$ cat config.mk
export PLATFORM = sky130hd
export DESIGN_NAME = ctrl_sequencer_flat
export DESIGN_NICKNAME = d
export VERILOG_FILES = /design/src/rtl/cpu_ctrl_pkg.sv /design/src/rtl/ctrl_sequencer_if.sv /design/src/rtl/ctrl_decode.sv /design/src/rtl/ctrl_sequencer.sv /design/src/flat_wrapper.sv
export SDC_FILE = /design/constraint.sdc
export NUM_CORES = 1
export LEC_CHECK = 0
export ABC_AREA = 1
export BUFFER_PORTS_ARGS = -buffer_cell sky130_fd_sc_hd__buf_4
export CAP_MARGIN = 20
export CORE_MARGIN = 2
export CORE_UTILIZATION = 47
export DETAILED_ROUTE_END_ITERATION = 6
export GPL_TIMING_DRIVEN = 0
export HOLD_SLACK_MARGIN = 0.02
export PLACE_DENSITY = 0.95
export SLEW_MARGIN = 20
export SYNTH_ARGS = -nofsm -noshare
export SYNTH_HDL_FRONTEND = slang
export SYNTH_HIERARCHICAL = 1
export SYNTH_SLANG_ARGS = --single-unit
export TNS_END_PERCENT = 10
$ cat constraint.sdc
create_clock -name clock -period 2.1 [get_ports clock]
set_input_delay 0.21 -clock clock [delete_from_list [all_inputs] [get_ports clock]]
set_output_delay 0.21 -clock clock [all_outputs]
set_load 0.01 [all_outputs]
$ cat src/rtl/cpu_ctrl_pkg.sv
// Shared types for the hardwired control unit: opcodes, FSM state encoding,
// instruction classes and the DataPath strobe bundle.
package cpu_ctrl_pkg;

   localparam int unsigned OPC_W = 5;

   localparam logic [OPC_W-1:0] OP_ADD  = 5'b00011;
   localparam logic [OPC_W-1:0] OP_SUB  = 5'b00100;
   localparam logic [OPC_W-1:0] OP_AND  = 5'b00101;
   localparam logic [OPC_W-1:0] OP_OR   = 5'b00110;
   localparam logic [OPC_W-1:0] OP_ROR  = 5'b00111;
   localparam logic [OPC_W-1:0] OP_ROL  = 5'b01000;
   localparam logic [OPC_W-1:0] OP_SHR  = 5'b01001;
   localparam logic [OPC_W-1:0] OP_SHRA = 5'b01010;
   localparam logic [OPC_W-1:0] OP_SHL  = 5'b01011;
   localparam logic [OPC_W-1:0] OP_ADDI = 5'b01100;
   localparam logic [OPC_W-1:0] OP_ANDI = 5'b01101;
   localparam logic [OPC_W-1:0] OP_ORI  = 5'b01110;
   localparam logic [OPC_W-1:0] OP_NEG  = 5'b10001;
   localparam logic [OPC_W-1:0] OP_NOT  = 5'b10010;
   localparam logic [OPC_W-1:0] OP_NOP  = 5'b11010;
   localparam logic [OPC_W-1:0] OP_HALT = 5'b11011;

   typedef enum logic [3:0] {
      ST_RST  = 4'd0,
      ST_T0   = 4'd1,
      ST_T1   = 4'd2,
      ST_T1W  = 4'd3,
      ST_T2   = 4'd4,
      ST_T3   = 4'd5,
      ST_T4   = 4'd6,
      ST_T5   = 4'd7,
      ST_HALT = 4'd8
   } state_e;

   typedef enum logic [2:0] {
      CL_R    = 3'd0,
      CL_I    = 3'd1,
      CL_U    = 3'd2,
      CL_NOP  = 3'd3,
      CL_HALT = 3'd4,
      CL_ILL  = 3'd5
   } class_e;

   typedef struct packed {
      logic pc_out;
      logic zlow_out;
      logic mdr_out;
      logic mar_in;
      logic zlow_in;
      logic pc_in;
      logic mdr_in;
      logic ir_in;
      logic y_in;
      logic inc_pc;
      logic read;
      logic gra;
      logic grb;
      logic grc;
      logic r_in;
      logic r_out;
      logic c_out;
   } strobe_t;

endpackage

$ cat src/rtl/ctrl_sequencer_if.sv
// Control-unit <-> DataPath bundle: IR/handshake inputs and the control strobes.
interface ctrl_sequencer_if #(
   parameter int unsigned IRW = 32,
   parameter int unsigned OPW = 5
);
   logic [IRW-1:0] ir;
   logic           mem_done;
   logic PCout, Zlowout, MDRout, MARin, Zlowin, PCin, MDRin, IRin, Yin, IncPC, Read;
   logic Gra, Grb, Grc, Rin, Rout, Cout;
   logic [OPW-1:0] alu_op;
   logic           run;
   logic           fault;

   modport master (
      input  ir, mem_done,
      output PCout, Zlowout, MDRout, MARin, Zlowin, PCin, MDRin, IRin, Yin, IncPC, Read,
      output Gra, Grb, Grc, Rin, Rout, Cout, alu_op, run, fault
   );

   modport slave (
      output ir, mem_done,
      input  PCout, Zlowout, MDRout, MARin, Zlowin, PCin, MDRin, IRin, Yin, IncPC, Read,
      input  Gra, Grb, Grc, Rin, Rout, Cout, alu_op, run, fault
   );
endinterface

$ cat src/rtl/ctrl_decode.sv
// Opcode decoder: maps ir[31:27] to an instruction class and the ALU operation
// used in its execute step (immediate forms reuse the register-form opcode).
module ctrl_decode
   import cpu_ctrl_pkg::*;
#(
   parameter int unsigned OPW = 5
) (
   input  logic [OPW-1:0] opcode,
   output class_e         op_class,
   output logic [OPW-1:0] alu_op
);

   always_comb begin
      op_class = CL_ILL;
      alu_op   = '0;
      unique case (OPC_W'(opcode))
         OP_ADD, OP_SUB, OP_AND, OP_OR, OP_ROR,
         OP_ROL, OP_SHR, OP_SHRA, OP_SHL: begin
            op_class = CL_R;
            alu_op   = opcode;
         end
         OP_ADDI: begin op_class = CL_I; alu_op = OPW'(OP_ADD); end
         OP_ANDI: begin op_class = CL_I; alu_op = OPW'(OP_AND); end
         OP_ORI:  begin op_class = CL_I; alu_op = OPW'(OP_OR);  end
         OP_NEG, OP_NOT: begin
            op_class = CL_U;
            alu_op   = opcode;
         end
         OP_NOP:  op_class = CL_NOP;
         OP_HALT: op_class = CL_HALT;
         default: op_class = CL_ILL;
      endcase
   end

endmodule

$ cat src/rtl/ctrl_sequencer.sv
// Hardwired Moore control sequencer: fetch T0-T2 with memory-wait state T1W,
// execute T3-T5 per instruction class, halt/fault handling.
module ctrl_sequencer
   import cpu_ctrl_pkg::*;
#(
   parameter int unsigned OPW      = 5,
   parameter int unsigned IRW      = 32,
   parameter int unsigned MAX_WAIT = 15
) (
   input  logic clock,
   input  logic clear,
   ctrl_sequencer_if.master bus
);

   localparam int unsigned CW = (MAX_WAIT < 2) ? 1 : $clog2(MAX_WAIT + 1);

   state_e         state, state_nx;
   logic [CW-1:0]  cnt, cnt_nx;
   logic           fault_q, fault_nx;
   strobe_t        strb;
   logic [OPW-1:0] alu_c;
   class_e         op_class;
   logic [OPW-1:0] dec_alu;
   logic           unused_ir_bits;

   assign unused_ir_bits = ^bus.ir[IRW-OPW-1:0];

   ctrl_decode #(.OPW(OPW)) u_decode (
      .opcode   (bus.ir[IRW-1 -: OPW]),
      .op_class (op_class),
      .alu_op   (dec_alu)
   );

   always_ff @(posedge clock) begin
      if (clear) begin
         state   <= ST_RST;
         cnt     <= '0;
         fault_q <= 1'b0;
      end else begin
         state   <= state_nx;
         cnt     <= cnt_nx;
         fault_q <= fault_nx;
      end
   end

   // Next state plus Moore decode of strobes from state and opcode class
   always_comb begin
      state_nx = state;
      cnt_nx   = cnt;
      fault_nx = fault_q;
      strb     = '0;
      alu_c    = '0;
      unique case (state)
         ST_RST: begin
            cnt_nx   = '0;
            fault_nx = 1'b0;
            state_nx = ST_T0;
         end
         ST_T0: begin
            strb.pc_out  = 1'b1;
            strb.mar_in  = 1'b1;
            strb.inc_pc  = 1'b1;
            strb.zlow_in = 1'b1;
            state_nx     = ST_T1;
         end
         ST_T1: begin
            strb.zlow_out = 1'b1;
            strb.pc_in    = 1'b1;
            strb.read     = 1'b1;
            strb.mdr_in   = 1'b1;
            if (bus.mem_done) begin
               state_nx = ST_T2;
            end else begin
               state_nx = ST_T1W;
               cnt_nx   = CW'(1);
            end
         end
         ST_T1W: begin
            strb.read   = 1'b1;
            strb.mdr_in = 1'b1;
            if (bus.mem_done) begin
               state_nx = ST_T2;
            end else if (MAX_WAIT != 0 && cnt == CW'(MAX_WAIT)) begin
               state_nx = ST_HALT;
               fault_nx = 1'b1;
            end else begin
               cnt_nx = cnt + CW'(1);
            end
         end
         ST_T2: begin
            strb.mdr_out = 1'b1;
            strb.ir_in   = 1'b1;
            state_nx     = ST_T3;
         end
         ST_T3: begin
            unique case (op_class)
               CL_R, CL_I: begin
                  strb.grb   = 1'b1;
                  strb.r_out = 1'b1;
                  strb.y_in  = 1'b1;
                  state_nx   = ST_T4;
               end
               CL_U: begin
                  strb.grb     = 1'b1;
                  strb.r_out   = 1'b1;
                  strb.zlow_in = 1'b1;
                  alu_c        = dec_alu;
                  state_nx     = ST_T4;
               end
               CL_NOP:  state_nx = ST_T0;
               CL_HALT: state_nx = ST_HALT;
               default: begin
                  state_nx = ST_HALT;
                  fault_nx = 1'b1;
               end
            endcase
         end
         ST_T4: begin
            unique case (op_class)
               CL_R: begin
                  strb.grc     = 1'b1;
                  strb.r_out   = 1'b1;
                  strb.zlow_in = 1'b1;
                  alu_c        = dec_alu;
                  state_nx     = ST_T5;
               end
               CL_I: begin
                  strb.c_out   = 1'b1;
                  strb.zlow_in = 1'b1;
                  alu_c        = dec_alu;
                  state_nx     = ST_T5;
               end
               CL_U: begin
                  strb.zlow_out = 1'b1;
                  strb.gra      = 1'b1;
                  strb.r_in     = 1'b1;
                  state_nx      = ST_T0;
               end
               default: state_nx = ST_T0;
            endcase
         end
         ST_T5: begin
            strb.zlow_out = 1'b1;
            strb.gra      = 1'b1;
            strb.r_in     = 1'b1;
            state_nx      = ST_T0;
         end
         ST_HALT: state_nx = ST_HALT;
         default: state_nx = ST_RST;
      endcase
   end

   assign bus.PCout   = strb.pc_out;
   assign bus.Zlowout = strb.zlow_out;
   assign bus.MDRout  = strb.mdr_out;
   assign bus.MARin   = strb.mar_in;
   assign bus.Zlowin  = strb.zlow_in;
   assign bus.PCin    = strb.pc_in;
   assign bus.MDRin   = strb.mdr_in;
   assign bus.IRin    = strb.ir_in;
   assign bus.Yin     = strb.y_in;
   assign bus.IncPC   = strb.inc_pc;
   assign bus.Read    = strb.read;
   assign bus.Gra     = strb.gra;
   assign bus.Grb     = strb.grb;
   assign bus.Grc     = strb.grc;
   assign bus.Rin     = strb.r_in;
   assign bus.Rout    = strb.r_out;
   assign bus.Cout    = strb.c_out;
   assign bus.alu_op  = alu_c;
   assign bus.run     = (state != ST_RST) && (state != ST_HALT);
   assign bus.fault   = fault_q;

endmodule
$ cat src/flat_wrapper.sv
// flat-port wrapper written by rule: the top's interface ports become plain ports
module ctrl_sequencer_flat import cpu_ctrl_pkg::*;
#(
   parameter int unsigned OPW      = 5,
   parameter int unsigned IRW      = 32,
   parameter int unsigned MAX_WAIT = 15
)
  (clock, clear, bus_ir, bus_mem_done, bus_PCout, bus_Zlowout, bus_MDRout, bus_MARin, bus_Zlowin, bus_PCin, bus_MDRin, bus_IRin, bus_Yin, bus_IncPC, bus_Read, bus_Gra, bus_Grb, bus_Grc, bus_Rin, bus_Rout, bus_Cout, bus_alu_op, bus_run, bus_fault);
  ctrl_sequencer_if #(.IRW(IRW), .OPW(OPW)) bus_i ();
  input  logic clock;
  input  logic clear;
  input wire logic [$bits(bus_i.ir)-1:0] bus_ir;
  input wire logic [$bits(bus_i.mem_done)-1:0] bus_mem_done;
  output wire logic [$bits(bus_i.PCout)-1:0] bus_PCout;
  output wire logic [$bits(bus_i.Zlowout)-1:0] bus_Zlowout;
  output wire logic [$bits(bus_i.MDRout)-1:0] bus_MDRout;
  output wire logic [$bits(bus_i.MARin)-1:0] bus_MARin;
  output wire logic [$bits(bus_i.Zlowin)-1:0] bus_Zlowin;
  output wire logic [$bits(bus_i.PCin)-1:0] bus_PCin;
  output wire logic [$bits(bus_i.MDRin)-1:0] bus_MDRin;
  output wire logic [$bits(bus_i.IRin)-1:0] bus_IRin;
  output wire logic [$bits(bus_i.Yin)-1:0] bus_Yin;
  output wire logic [$bits(bus_i.IncPC)-1:0] bus_IncPC;
  output wire logic [$bits(bus_i.Read)-1:0] bus_Read;
  output wire logic [$bits(bus_i.Gra)-1:0] bus_Gra;
  output wire logic [$bits(bus_i.Grb)-1:0] bus_Grb;
  output wire logic [$bits(bus_i.Grc)-1:0] bus_Grc;
  output wire logic [$bits(bus_i.Rin)-1:0] bus_Rin;
  output wire logic [$bits(bus_i.Rout)-1:0] bus_Rout;
  output wire logic [$bits(bus_i.Cout)-1:0] bus_Cout;
  output wire logic [$bits(bus_i.alu_op)-1:0] bus_alu_op;
  output wire logic [$bits(bus_i.run)-1:0] bus_run;
  output wire logic [$bits(bus_i.fault)-1:0] bus_fault;
  assign bus_i.ir = bus_ir;
  assign bus_i.mem_done = bus_mem_done;
  assign bus_PCout = bus_i.PCout;
  assign bus_Zlowout = bus_i.Zlowout;
  assign bus_MDRout = bus_i.MDRout;
  assign bus_MARin = bus_i.MARin;
  assign bus_Zlowin = bus_i.Zlowin;
  assign bus_PCin = bus_i.PCin;
  assign bus_MDRin = bus_i.MDRin;
  assign bus_IRin = bus_i.IRin;
  assign bus_Yin = bus_i.Yin;
  assign bus_IncPC = bus_i.IncPC;
  assign bus_Read = bus_i.Read;
  assign bus_Gra = bus_i.Gra;
  assign bus_Grb = bus_i.Grb;
  assign bus_Grc = bus_i.Grc;
  assign bus_Rin = bus_i.Rin;
  assign bus_Rout = bus_i.Rout;
  assign bus_Cout = bus_i.Cout;
  assign bus_alu_op = bus_i.alu_op;
  assign bus_run = bus_i.run;
  assign bus_fault = bus_i.fault;
  ctrl_sequencer #(.OPW(OPW), .IRW(IRW), .MAX_WAIT(MAX_WAIT)) u_core (.clock(clock), .clear(clear), .bus(bus_i));
endmodule
==> results of run 1 <==
metal layers:
| layer | vias up | GRT usage (%) | wire length [um] |
|---|---|---|---|
| li1 | 603 | - | - |
| met1 | 475 | 22.39 | 963 |
| met2 | 33 | 33.11 | 1109 |
| met3 | 2 | 2.083 | 102 |
| met5 | - | 0 | 0 |
| met4 | 0 | 6.306 | 8 |
logic make-up after synthesis:
family | synth area share [%]
xor+xnor | 0.8676
compound gates | 11.28
flops | 17.84
buf+inv | 15.98
fa+ha+maj | 1.239
simple gates | 52.79
worst max-delay path, delay by kind of cell:
| kind | cells | cell delay (ns) |
|---|---|---|
| AND/OR/NAND/NOR | 7 | 0.64 |
| AO/OA/AOI/OAI | 2 | 0.49 |
| buffers and inverters | 2 | 0.26 |
Yosys cell counts:
library cell and n:
buf_4 6, nand3_2 1, dfxtp_1 9, nor2_2 6
nand2_2 10, o21ai_0 2, o21bai_2 2, nor2_1 28
inv_2 5, a21boi_4 1, nor2_4 4, nand3_1 9
a21oi_1 8, ha_1 1, xnor2_1 1, nor3_1 2
or2_1 1, nor3_2 1, nand2_1 44, inv_1 26
o21ai_1 3, nand4_2 1, nand4_1 2, nand2_4 1
o21a_1 1
state kept, by name, indices dropped and copies added (netlist names):
| name | count |
|---|---|
| u_core/bus.fault | 1 |
| u_core/cnt | 4 |
| u_core/state | 4 |
per-stage QoR:
step	hold WS (ns)	area, um2	power, uW	util, %
floorplan	0.2791	1010	837.9	-
global placement	0.4283	1276	1095	63.75
detailed placement	0.4261	1276	1113	63.75
CTS	0.1475	1303	1255	65.06
global route	0.1596	1303	1377	65.06
finish	0.1547	1303	1252	65.06
final timing paths:
kind / from / endpoint / slack (ns) / cells after the start
worst min-delay path: clear / u_core/state[3]$_SDFFE_PP0P_ / 0.15 / 2
worst max register to register: u_core/cnt[0]$_SDFFE_PP0P_ / u_core/cnt[3]$_SDFFE_PP0P_ / 0.82 / 7
worst min register to register: u_core/bus.fault$_SDFFE_PP0P_ / u_core/bus.fault$_SDFFE_PP0P_ / 0.46 / 2
worst max-delay path: bus_ir[27] / bus_Zlowin / 0.27 / 11
area by class of cell:
cell class | count | share of cell area [%]
buffer | 6 | 3.458
timing repair buffer | 31 | 17.87
inverter | 31 | 8.934
tap | 27 | 2.594
sequential | 9 | 13.83
multi-input combinational | 129 | 51.30
clock buffer | 4 | 2.017
report_power, final:
| part | total (uW) | internal [uW] | switching (uW) | leakage (uW) |
|---|---|---|---|---|
| sequential | 278 | 221 | 56.0 | 0.0000736 |
| clock | 134 | 73.2 | 60.7 | 0.0000150 |
| combinational | 840 | 361 | 479 | 0.000657 |
| total | 1250 | 656 | 596 | 0.000745 |
==> results.yml, run 1 <==
flow_run:
  maxCapViolCount: 0
global_routing:
  grt_remaining_overflow: 0
  grt_pass1_wl_um: 3691
  grt_pass1_vias: 940
  grt_max_degree: 9
  grt_usage_pct: 18.36
  antenna_found_initial: 0
critical_path:
  slowest_stage: "a21boi_4"
  cpPeakStageDelay_ns: 0.26
  cp-end-kind: "primary output"
  cp.required_ns: 1.89
  crit_chain: "buf_4 -> nand2_1 -> nand3_1 -> nand2_2 -> nand2_4 -> o21bai_2 -> nor2_1 -> nand4_2 -> a21boi_4 -> nand2_1 -> buf_4"
  path_max_fanout: 6
  startpoint_type: "input pin"
  crit_arrival_ns: 1.62
  path_class: "in -> out"
sta:
  slew_headroom_pct: 79.53
  period_needed_ns: 1.825
  tightest_slew_ns: 0.3054
  finalSetupTns_ns: 0
  finalSetupViolations: 0
  skew_ns: 0.005577
  finalHoldViolations: 0
  setup_slack_ns: 0.2747
  rsz0062_at_grt: "false"
  drv_slew: 0
  post-route-period-util_pct: 86.92
  fmax_mhz: 547.8
clocking:
  cts-htree-levels: 1
  ctsResizeCount: 0
  path_clk_slew_ns: 0.06
  cts-buffers-inserted: 3
  cts_setup_buffers: 0
  cts-root-buf: "clkbuf_4"
  hold_buffers: 0
  cts_tree: "yes"
  insertion_delay_ns: 0.26
  cts.sinks: 9
  clockBufferDepth: 2
logic_synthesis:
  avgSynthCellArea_um2: 5.770
  ys_ff_latch: 9
  seq_area_frac_synth_pct: 17.84
  synth.cell_area_um2: 1010
  yosysUniqueCellTypes: 25
  yosysTopAreaCell: "dfxtp_1"
  yosysWarnings: 6
  ys_top_cells_by_area: "dfxtp_1, nand2_1, nor2_1"
  netlist.area_leader.share_pct: 17.84
  syn_nets: 211
  synthCells: 175
layout:
  seqCellArea_um2: 180.2
  area.growth.synth_to_final_pct: 29.00
  final_cell_mix: "nand2_1, buf_4, nor2_1"
  n_fill_cell: 207
  final-instance-count-excl-fill: 237
  nets: 247
  final_common_cell: "nand2_1"
  multiInputGateArea_um2: 668.1
  num_antenna_cells: 0
  drive_above_1_share_pct: 34.29
die:
  die-height_um: 50.35
  die_w_um: 50.35
  rows: 16
  ios: 59
  die_area_um2: 2535
  coreArea_um2: 2002
  initial_core_util_pct: 50.44
route:
  drt_iter0_markers: 29
  num_vias: 1113
  first_pass_iters: 4
  drcViolationCount: 0
  wl_per_cell_um: 9.211
  viasPerCell: 4.696
  totalWireLength_um: 2183
  ant_nets: 0
outcome:
  status: "finished, final reports clean"
pwr:
  ir_drop_uv: 483.1
  powerDensity_nw_per_um2: 961.0
  power.leakage_uw: 0.0007452
placed_design:
  gp_congestion: 0.8856
  port_buffers: 31
  dp.cells: 233
  dp_hpwl_um: 1803
  place_worst_setup_slack_ns: 0.2656
worst_hold_path:
  hold_path_class: "in -> reg"
Power figures use the tool's default switching activity.
==> inputs of run 2 (changes only) <==
CORE_UTILIZATION = 45   (was 47)
SYNTH_HIERARCHICAL = not set   (was 1)
==> results.yml, run 2 <==
layout:
  drive_above_1_share_pct: 36.84
  n_fill_cell: 176
  final_cell_mix: "nand2_1, buf_4, inv_1"
  fin_area_um2: 1202
  num_antenna_cells: 0
  final_common_cell: "nand2_1"
  area.growth.synth_to_final_pct: 32.19
  nets: 227
critical_path:
  cp.required_ns: 1.89
  slowest_stage: "dfxtp_1"
  startpoint_type: "register"
  cp-end-kind: "primary output"
  path_max_fanout: 6
  crit_path_start: "u_core.state[1]$_SDFFE_PP0P_"
  path_delay_family: "flip-flops"
  crit_chain: "inv_2 -> nor3_4 -> inv_2 -> o22ai_2 -> or2_1 -> buf_4"
  critPathBufInv: 3
  path_class: "reg -> out"
  crit_path_frequent_cell: "inv_2"
  r2r-start: "u_core.cnt[0]$_SDFFE_PP0P_"
  cpPeakStageDelay_ns: 0.48
  crit_arrival_ns: 1.55
logic_synthesis:
  avgSynthCellArea_um2: 5.869
  synth.cell_area_um2: 909.6
  yosysTopAreaCell: "dfxtp_1"
  yosysWarnings: 0
  seq_area_frac_synth_pct: 19.81
  ys_top_cells_by_area: "dfxtp_1, nand2_1, inv_1"
  dominantRegCellSynth: "dfxtp_1"
  async_flop_share_pct: 0
  netlist.area_leader.share_pct: 19.81
  syn_nets: 191
  synthCells: 155
  synth_commonest_cells: "nand2_1, inv_1, nor2_1, dfxtp_1, nand2_2"
  ys_ff_latch: 9
  synth_edf_count: 0
  yosysUniqueCellTypes: 27
  synthMostInstantiatedCell: "nand2_1"
clocking:
  ctsResizeCount: 0
  path_clk_slew_ns: 0.06
  cts_tree: "yes"
  cts-buffers-inserted: 3
  cts-root-buf: "clkbuf_4"
  hold_buffers: 0
  insertion_delay_ns: 0.26
  clockBufferDepth: 2
  cts_setup_buffers: 0
  cts-htree-levels: 1
  cts.sinks: 9
global_routing:
  grt_pass1_vias: 891
  antenna_found_initial: 0
  grt_remaining_overflow: 0
  grt_pass1_wl_um: 3643
  grt_max_degree: 7
  grt_usage_pct: 18.73
sta:
  tightest_slew_ns: 0.2783
  slew_headroom_pct: 81.42
  finalHoldViolations: 0
  drv_slew: 0
  skew_ns: 0.002994
  rsz0062_at_grt: "false"
  finalSetupTns_ns: 0
  period_needed_ns: 1.765
  fmax_mhz: 566.6
  finalSetupViolations: 0
  post-route-period-util_pct: 84.04
placed_design:
  dp_hpwl_um: 1732
  place_area_um2: 1176
  gp_congestion: 0.8963
  port_buffers: 31
route:
  drt_iter0_markers: 24
  viasPerCell: 4.659
  num_vias: 1011
  wl_per_cell_um: 9.585
  totalWireLength_um: 2080
  first_pass_iters: 4
  ant_nets: 0
  drcViolationCount: 0
die:
  ios: 59
  die_w_um: 48.96
  rows: 16
  die_area_um2: 2397
  initial_core_util_pct: 46.84
  coreArea_um2: 1942
  die-height_um: 48.96
outcome:
  status: "finished, final reports clean"
worst_hold_path:
  hp-start: "clear"
  hold_path_class: "in -> reg"
pwr:
  ir_drop_uv: 493.6
  powerDensity_nw_per_um2: 819.1
  total_power_uw: 984.9
  power.leakage_uw: 0.0006882
flow_run:
  maxCapViolCount: 0
[run 2: cell types whose count changed after synthesis, moves of 2 or more]
cell,before,now
nand2_1,44,40
nand3_1,9,7
inv_2,5,8
o21bai_2,2,0
a21oi_2,0,2
nor2_1,28,12
nor2_4,4,1
o21ai_0,2,4
[run 2: layout make-up]
cell class              instances  area (um2)  area share (%)
multi-input cells             107       563.0           46.83
clock buffers                   4       26.28           2.185
well taps                      27       33.78           2.810
repair buffers                 31       232.7           19.35
inverters                      34       128.9           10.72
plain buffers                   5       37.54           3.122
flip-flops and latches          9       180.2           14.98
[run 2: where the power goes]
group | total (uW) | leakage [uW] | switching [uW] | internal [uW]
Combinational | 599 | 0.000600 | 338 | 261
Clock | 134 | 0.0000150 | 61.0 | 73.2
Sequential | 251 | 0.0000733 | 50.0 | 201
Total | 985 | 0.000688 | 449 | 536
[run 2: stage by stage]
stage | hold WS [ns] | setup WS [ns] | utilization, % | std cells
final | 0.1456 | 0.3351 | 61.92 | 217
after global routing | 0.1318 | 0.2000 | 61.92 | 217
after CTS | 0.1410 | 0.3256 | 61.92 | 217
after detailed placement | 0.4094 | 0.6154 | 60.57 | 213
after global placement | 0.4063 | 0.6378 | 60.57 | 213
after floorplan | 0.2724 | 0.7424 | - | 155
[run 2: path summary, 6_finish.rpt]
check,to,slack [ns],cells after the start
setup / recovery,bus_Zlowout,0.34,6
setup reg to reg,u_core.cnt[0]$_SDFFE_PP0P_,0.66,8
hold reg to reg,u_core.bus.fault$_SDFFE_PP0P_,0.46,2
hold / removal,u_core.state[2]$_SDFFE_PP0P_,0.15,2
[run 2: cells by family (layout without fill, tap and decap cells)]
family                   Yosys count  count (layout)  synth area share (%)
AND/OR/NAND/NOR                   84              84                 44.98
AO/OA/AOI/OAI                     20              20                 13.62
buffers and inverters             39              74                 18.29
flip-flops                         9               9                 19.81
adder cells (fa/ha/maj)            1               1                 1.375
XOR/XNOR                           2               2                 1.926
[run 2: metal layers]
layer  GRT usage (%)  routed length [um]  vias up  part of all wire (%)
li1                -                   -      542                     -
met1           26.00                1030      441                    50
met2           30.14                 947       26                    46
met3           2.454                  90        2                   4.3
met4           5.714                  12        0                  0.58
met5               0                   0        -                     0
